[src/rtl/uart_rx_cfg.sv]
// uart_rx_cfg: parametrised oversampling UART receiver with 2-flop input
// synchroniser, 3-sample majority vote, parity/framing flags, break-safe
// recovery and a first-word-fall-through output FIFO (valid/ready).
module uart_rx_cfg #(
  parameter int DATA_BITS  = 8,
  parameter int PARITY     = 1,
  parameter int STOP_BITS  = 1,
  parameter int OVERSAMPLE = 16,
  parameter int FIFO_DEPTH = 4
) (
  input  logic                          rx_clk,
  input  logic                          rx_rst_n,
  input  logic                          rx_en,
  input  logic                          i_rx,
  output logic [DATA_BITS-1:0]          m_data,
  output logic                          m_parity_err,
  output logic                          m_frame_err,
  output logic                          m_valid,
  input  logic                          m_ready,
  output logic [$clog2(FIFO_DEPTH):0]   fifo_count,
  output logic                          rx_overflow,
  output logic                          rx_busy
);

  localparam int M  = OVERSAMPLE / 2;
  localparam int CW = $clog2(OVERSAMPLE);
  localparam int BW = $clog2(DATA_BITS);
  localparam int AW = $clog2(FIFO_DEPTH);
  localparam int EW = DATA_BITS + 2;

  localparam logic [CW-1:0] C_M1   = CW'(M - 1);
  localparam logic [CW-1:0] C_M    = CW'(M);
  localparam logic [CW-1:0] C_MP1  = CW'(M + 1);
  localparam logic [CW-1:0] C_LAST = CW'(OVERSAMPLE - 1);
  localparam logic [BW-1:0] B_LAST = BW'(DATA_BITS - 1);
  localparam logic          S_LAST = 1'(STOP_BITS - 1);
  localparam logic [AW:0]   F_FULL = (AW+1)'(FIFO_DEPTH);

  typedef enum logic [2:0] {
    S_IDLE, S_START, S_DATA, S_PARITY, S_STOP, S_WAIT
  } state_t;

  logic [1:0]           sync_q;
  logic                 rx_s;
  state_t               state_q, state_d;
  logic [CW-1:0]        cnt_q, cnt_d;
  logic [BW-1:0]        bitidx_q, bitidx_d;
  logic                 stop_q, stop_d;
  logic [1:0]           smp_q, smp_d;
  logic [DATA_BITS-1:0] sh_q, sh_d;
  logic                 perr_q, perr_d;
  logic                 ferr_q, ferr_d;
  logic                 maj, exp_par, ferr_now, push;

  // Two-flop synchroniser; resets to the idle line level.
  always_ff @(posedge rx_clk or negedge rx_rst_n) begin
    if (!rx_rst_n) sync_q <= 2'b11;
    else           sync_q <= {sync_q[0], i_rx};
  end

  assign rx_s     = sync_q[1];
  // Majority of the samples taken at M-1, M and the live sample at M+1.
  assign maj      = (smp_q[0] & smp_q[1]) | (smp_q[0] & rx_s) | (smp_q[1] & rx_s);
  assign exp_par  = (PARITY == 2) ? ~^sh_q : ^sh_q;
  assign ferr_now = ferr_q | ~maj;

  // Receiver state, bit timer and frame accumulators.
  always_ff @(posedge rx_clk or negedge rx_rst_n) begin
    if (!rx_rst_n) begin
      state_q  <= S_IDLE;
      cnt_q    <= '0;
      bitidx_q <= '0;
      stop_q   <= 1'b0;
      smp_q    <= 2'b11;
      sh_q     <= '0;
      perr_q   <= 1'b0;
      ferr_q   <= 1'b0;
    end else begin
      state_q  <= state_d;
      cnt_q    <= cnt_d;
      bitidx_q <= bitidx_d;
      stop_q   <= stop_d;
      smp_q    <= smp_d;
      sh_q     <= sh_d;
      perr_q   <= perr_d;
      ferr_q   <= ferr_d;
    end
  end

  // Next-state logic; cnt wraps per bit period and clears on state change.
  always_comb begin
    state_d  = state_q;
    cnt_d    = (cnt_q == C_LAST) ? '0 : cnt_q + CW'(1);
    bitidx_d = bitidx_q;
    stop_d   = stop_q;
    smp_d    = smp_q;
    sh_d     = sh_q;
    perr_d   = perr_q;
    ferr_d   = ferr_q;
    push     = 1'b0;
    if (cnt_q == C_M1) smp_d[0] = rx_s;
    if (cnt_q == C_M)  smp_d[1] = rx_s;
    case (state_q)
      S_IDLE: begin
        cnt_d    = '0;
        bitidx_d = '0;
        stop_d   = 1'b0;
        perr_d   = 1'b0;
        ferr_d   = 1'b0;
        if (!rx_s) state_d = S_START;
      end
      S_START: begin
        if (cnt_q == C_MP1 && maj) begin
          state_d = S_IDLE;
          cnt_d   = '0;
        end else if (cnt_q == C_LAST) begin
          state_d = S_DATA;
        end
      end
      S_DATA: begin
        if (cnt_q == C_MP1) sh_d[bitidx_q] = maj;
        if (cnt_q == C_LAST) begin
          if (bitidx_q == B_LAST) begin
            bitidx_d = '0;
            state_d  = (PARITY != 0) ? S_PARITY : S_STOP;
          end else begin
            bitidx_d = bitidx_q + BW'(1);
          end
        end
      end
      S_PARITY: begin
        if (cnt_q == C_MP1)  perr_d  = (maj != exp_par);
        if (cnt_q == C_LAST) state_d = S_STOP;
      end
      S_STOP: begin
        if (cnt_q == C_MP1) begin
          ferr_d = ferr_now;
          // Last stop bit: push and leave half a bit early so a
          // back-to-back start edge is not missed.
          if (stop_q == S_LAST) begin
            push    = 1'b1;
            state_d = ferr_now ? S_WAIT : S_IDLE;
            cnt_d   = '0;
          end
        end else if (cnt_q == C_LAST) begin
          stop_d = 1'b1;
        end
      end
      S_WAIT: begin
        cnt_d = '0;
        if (rx_s) state_d = S_IDLE;
      end
      default: begin
        state_d = S_IDLE;
        cnt_d   = '0;
      end
    endcase
    // Disabling the receiver drops any partial frame.
    if (!rx_en) begin
      state_d  = S_IDLE;
      cnt_d    = '0;
      bitidx_d = '0;
      stop_d   = 1'b0;
      perr_d   = 1'b0;
      ferr_d   = 1'b0;
      push     = 1'b0;
    end
  end

  assign rx_busy = (state_q != S_IDLE);

  // ---------------- output FIFO ----------------
  logic [EW-1:0] mem_q [FIFO_DEPTH];
  logic [AW-1:0] wptr_q, rptr_q;
  logic [AW:0]   count_q;
  logic          ovf_q;
  logic          full, pop, wr;
  logic [EW-1:0] head;

  assign full    = (count_q == F_FULL);
  assign m_valid = (count_q != '0);
  assign pop     = m_valid & m_ready;
  // A pop frees the slot in the same cycle, so a full FIFO still accepts.
  assign wr      = push & (~full | pop);

  // Storage array; contents need no reset since outputs are gated by m_valid.
  always_ff @(posedge rx_clk) begin
    if (wr) mem_q[wptr_q] <= {sh_q, perr_q, ferr_now};
  end

  // Pointers, occupancy and overflow pulse.
  always_ff @(posedge rx_clk or negedge rx_rst_n) begin
    if (!rx_rst_n) begin
      wptr_q  <= '0;
      rptr_q  <= '0;
      count_q <= '0;
      ovf_q   <= 1'b0;
    end else begin
      ovf_q <= push & full & ~pop;
      if (wr)  wptr_q <= wptr_q + AW'(1);
      if (pop) rptr_q <= rptr_q + AW'(1);
      case ({wr, pop})
        2'b10:   count_q <= count_q + (AW+1)'(1);
        2'b01:   count_q <= count_q - (AW+1)'(1);
        default: count_q <= count_q;
      endcase
    end
  end

  assign head         = mem_q[rptr_q];
  assign m_data       = m_valid ? head[EW-1:2] : '0;
  assign m_parity_err = m_valid & head[1] & (PARITY != 0);
  assign m_frame_err  = m_valid & head[0];
  assign fifo_count   = count_q;
  assign rx_overflow  = ovf_q;

endmodule

[config.mk]
export PLATFORM = sky130hd
export DESIGN_NAME = uart_rx_cfg
export DESIGN_NICKNAME = d
export VERILOG_FILES = /design/src/rtl/uart_rx_cfg.sv
export SDC_FILE = /design/constraint.sdc
export NUM_CORES = 1
export LEC_CHECK = 0
export CAP_MARGIN = 20
export CORE_ASPECT_RATIO = 2
export CORE_UTILIZATION = 40
export CTS_CLUSTER_SIZE = 8
export DETAILED_ROUTE_END_ITERATION = 12
export SYNTH_ARGS = -nofsm -noshare
export SYNTH_HDL_FRONTEND = slang
export SYNTH_SLANG_ARGS = --single-unit
export TNS_END_PERCENT = 20
[constraint.sdc]
create_clock -name rx_clk -period 2.2 [get_ports rx_clk]
set_clock_uncertainty 0.1 [all_clocks]
set_input_delay 0.66 -clock rx_clk [delete_from_list [all_inputs] [get_ports rx_clk]]
set_output_delay 0.66 -clock rx_clk [all_outputs]
set_load 0.05 [all_outputs]
==> qor.yml <==
status: "finished with violations"
violations: "setup timing"
clk_pin_slew_ns: 0.06
drt-initial-drc-count: 61
critical_path_class: "register to output port"
hp-class: "register to register"
synth_edf_count: 40
fin_crit_ns: 2.42
worstMarginPinSlew_ns: 0.484
syn_avg_cell_area_um2: 14.1
grt_usage_pct: 16.7
postSynthNetCount: 259
netlist_area_um2: 3420
grt-ovfl-total: 0
crit_start: "rptr_q[0]"
yosys.area.top_type_share_pct: 35.1
drv_cap: 0
layout_commonest_cell: "edfxtp_1"
first_pass_iters: 5
yosysUniqueCellTypes: 49
vias_per_cell: 5.18
drtAntennaViolNets: 0
place_congestion: 0.873
layout-drive-gt1-share_pct: 35.5
syn_to_final_growth_pct: 26.3
cp.required_ns: 1.44
worstHoldStart: "sync_q[0]"
die_area_um2: 8950
num_vias: 2009
p_leak_nw: 1.79
worstSkewPairLatency_ns: 0.33
start_util_pct: 41.2
ir_worst_vdd_uv: 562
crit_arrival_ns: 1.66
dieWidth_um: 67.4
num_rows: 47
crit_path_start_kind: "register"
grt_start_max_net_pins: 28
yosysWarnings: 0
hpwl_mm: 4.55
finalCritPeriodShare_pct: 110
synth.area.top_cells: "edfxtp_1 (35%), dfrtp_1 (21%), mux4_2 (6.6%)"
rsz0062_at_grt: "yes"
path_max_fanout: 6
grt_pass1_vias: 2140
dominantRegCellSynth: "edfxtp_1"
htreeDepth: 3
cts_buffers: 9
postLayoutSetupSlackWorst_ns: -0.221
relSlewSlack_pct: 67.6
grt_antenna_before_repair: 0
max_freq_mhz: 413
cts-root-buf: "clkbuf_16"
route.detailed.drc: 0
n_fill_cell: 687
layout_common_cells: "edfxtp_1 (40), dfrtp_1 (25), buf_4 (24)"
slew_viol_final: 0
reg2reg_from: "cnt_q[1]"
antenna_cells: 0
finalSetupViolCount: 13
power.density_nw_per_um2: 1110
synth_top_cell_by_area: "edfxtp_1"
clkSinkCount: 73
num_io_pins: 21
io_buffers: 20
critPathCaptureType: "output port"
synthCells: 243
ys_ff_latch: 73
die_h_um: 133
wl_mm: 6.21
ctsLongestPathBuffers: 2
wl_per_cell_um: 16.0
fin_util_pct: 52.1
core-area_um2: 8290
cts_tree: "done"
place_inst: 369
grt_first_pass_wirelength_mm: 10.5
instances_no_fill: 388
layout.nets: 301
hold_viol_final: 0
ys_async_sr_fraction_pct: 45.2
seq_area_frac_synth_pct: 59.4
[per-layer routing]
layer	GRT usage (%)	part of all wire (%)	wire, um	up-vias
met5	0	0	0	-
met4	8.87	2.7	165	0
met3	4.83	2.2	138	12
met2	29.6	59	3670	33
met1	16.7	36	2240	997
li1	-	-	-	967
[final cells by class]
cell class              count  area, um2  share of cell area, %
clock buffers               9        225                   5.21
clock inverters             7        101                   2.35
inverters                  13       50.0                   1.16
multi-input cells         144       1330                   30.7
flip-flops and latches     73       2040                   47.2
well taps                  98        123                   2.84
repair buffers             44        458                   10.6
[power by group]
group	leakage, nW	internal, mW	switching (mW)	total, mW
clock network	0.153	1.00	0.574	1.57
logic	0.806	0.734	0.896	1.63
registers	0.836	1.53	0.0710	1.60
total	1.79	3.27	1.54	4.81
[synthesized netlist by cell type, drive strengths merged, types with 3 or more instances]
cell and instances:
o211ai 3, dfstp 4, nand2 13, a22oi 3, and3 3, ha 10, clkbuf 5, inv 12
xor2 4, edfxtp 40, nor3b 3, and2 16, buf 8, mux2i 3, dfrtp 29, nand3b 6
nor2 12, a21oi 5, nand3 6, nor2b 4, mux2 11, xnor2 10, mux4 10
[cells by family (layout without fill, tap and decap cells)]
| kind of cell | count (synthesis) | in the layout | synth area share, % |
|---|---|---|---|
| XOR/XNOR | 15 | 15 | 4.24 |
| AO/OA/AOI/OAI | 19 | 19 | 4.21 |
| flip-flops | 73 | 73 | 59.4 |
| adder cells (fa/ha/maj) | 12 | 12 | 4.57 |
| buffers and inverters | 26 | 73 | 3.55 |
| AND/OR/NAND/NOR | 74 | 74 | 12.9 |
| multiplexers | 24 | 24 | 11.1 |
[worst max-delay path, stage by stage (launching register included)]
cell	delay, ns
dfrtp_2	0.38
buf_8	0.14
mux4_2	0.50
and2_4	0.16
buf_8	0.14
[flip-flops by register name, summed over array words and instances, names as in the netlist]
signal / cells
rx_overflow: 1
stop_q: 1
fifo_count: 3
cnt_q: 4
state_q: 3
rptr_q: 2
mem_q: 40
perr_q: 1
smp_q: 2
wptr_q: 2
ferr_q: 1
sync_q: 2
sh_q: 8
bitidx_q: 3
[through the flow]
step	setup TNS, ns	setup WS (ns)	total power, mW	hold WS (ns)	instance area [um2]
floorplan	-0.851	-0.203	2.58	0.245	3450
global placement	-17.57	-0.651	3.09	0.247	3850
detailed placement	-18.25	-0.699	3.12	0.249	3850
CTS	-3.16	-0.297	4.97	0.261	4360
global route	-3.14	-0.283	5.04	0.266	4320
finish	-2.32	-0.221	4.81	0.260	4320
[path summary, 6_finish.rpt]
check | end | slack (ns) | depth (start not counted)
worst max-delay path | m_data[2] | -0.22 | 4
worst min-delay path | sync_q[1] | 0.26 | 0
worst max register to register | fifo_count[2] | -0.10 | 12
worst min register to register | sync_q[1] | 0.26 | 0
max in group asynchronous | smp_q[0] | 0.93 | 2
min in group asynchronous | rptr_q[1] | 0.52 | 1
[timing repair]
action | CTS | global route
buffers inserted | 4 | 0
setup endpoints to repair | 53 | 53
gates resized for setup | 42 | 5
hold buffers | 0 | 0
pin swaps | 14 | 0
gates cloned | 1 | 0
(Power assumes the default switching activity.)
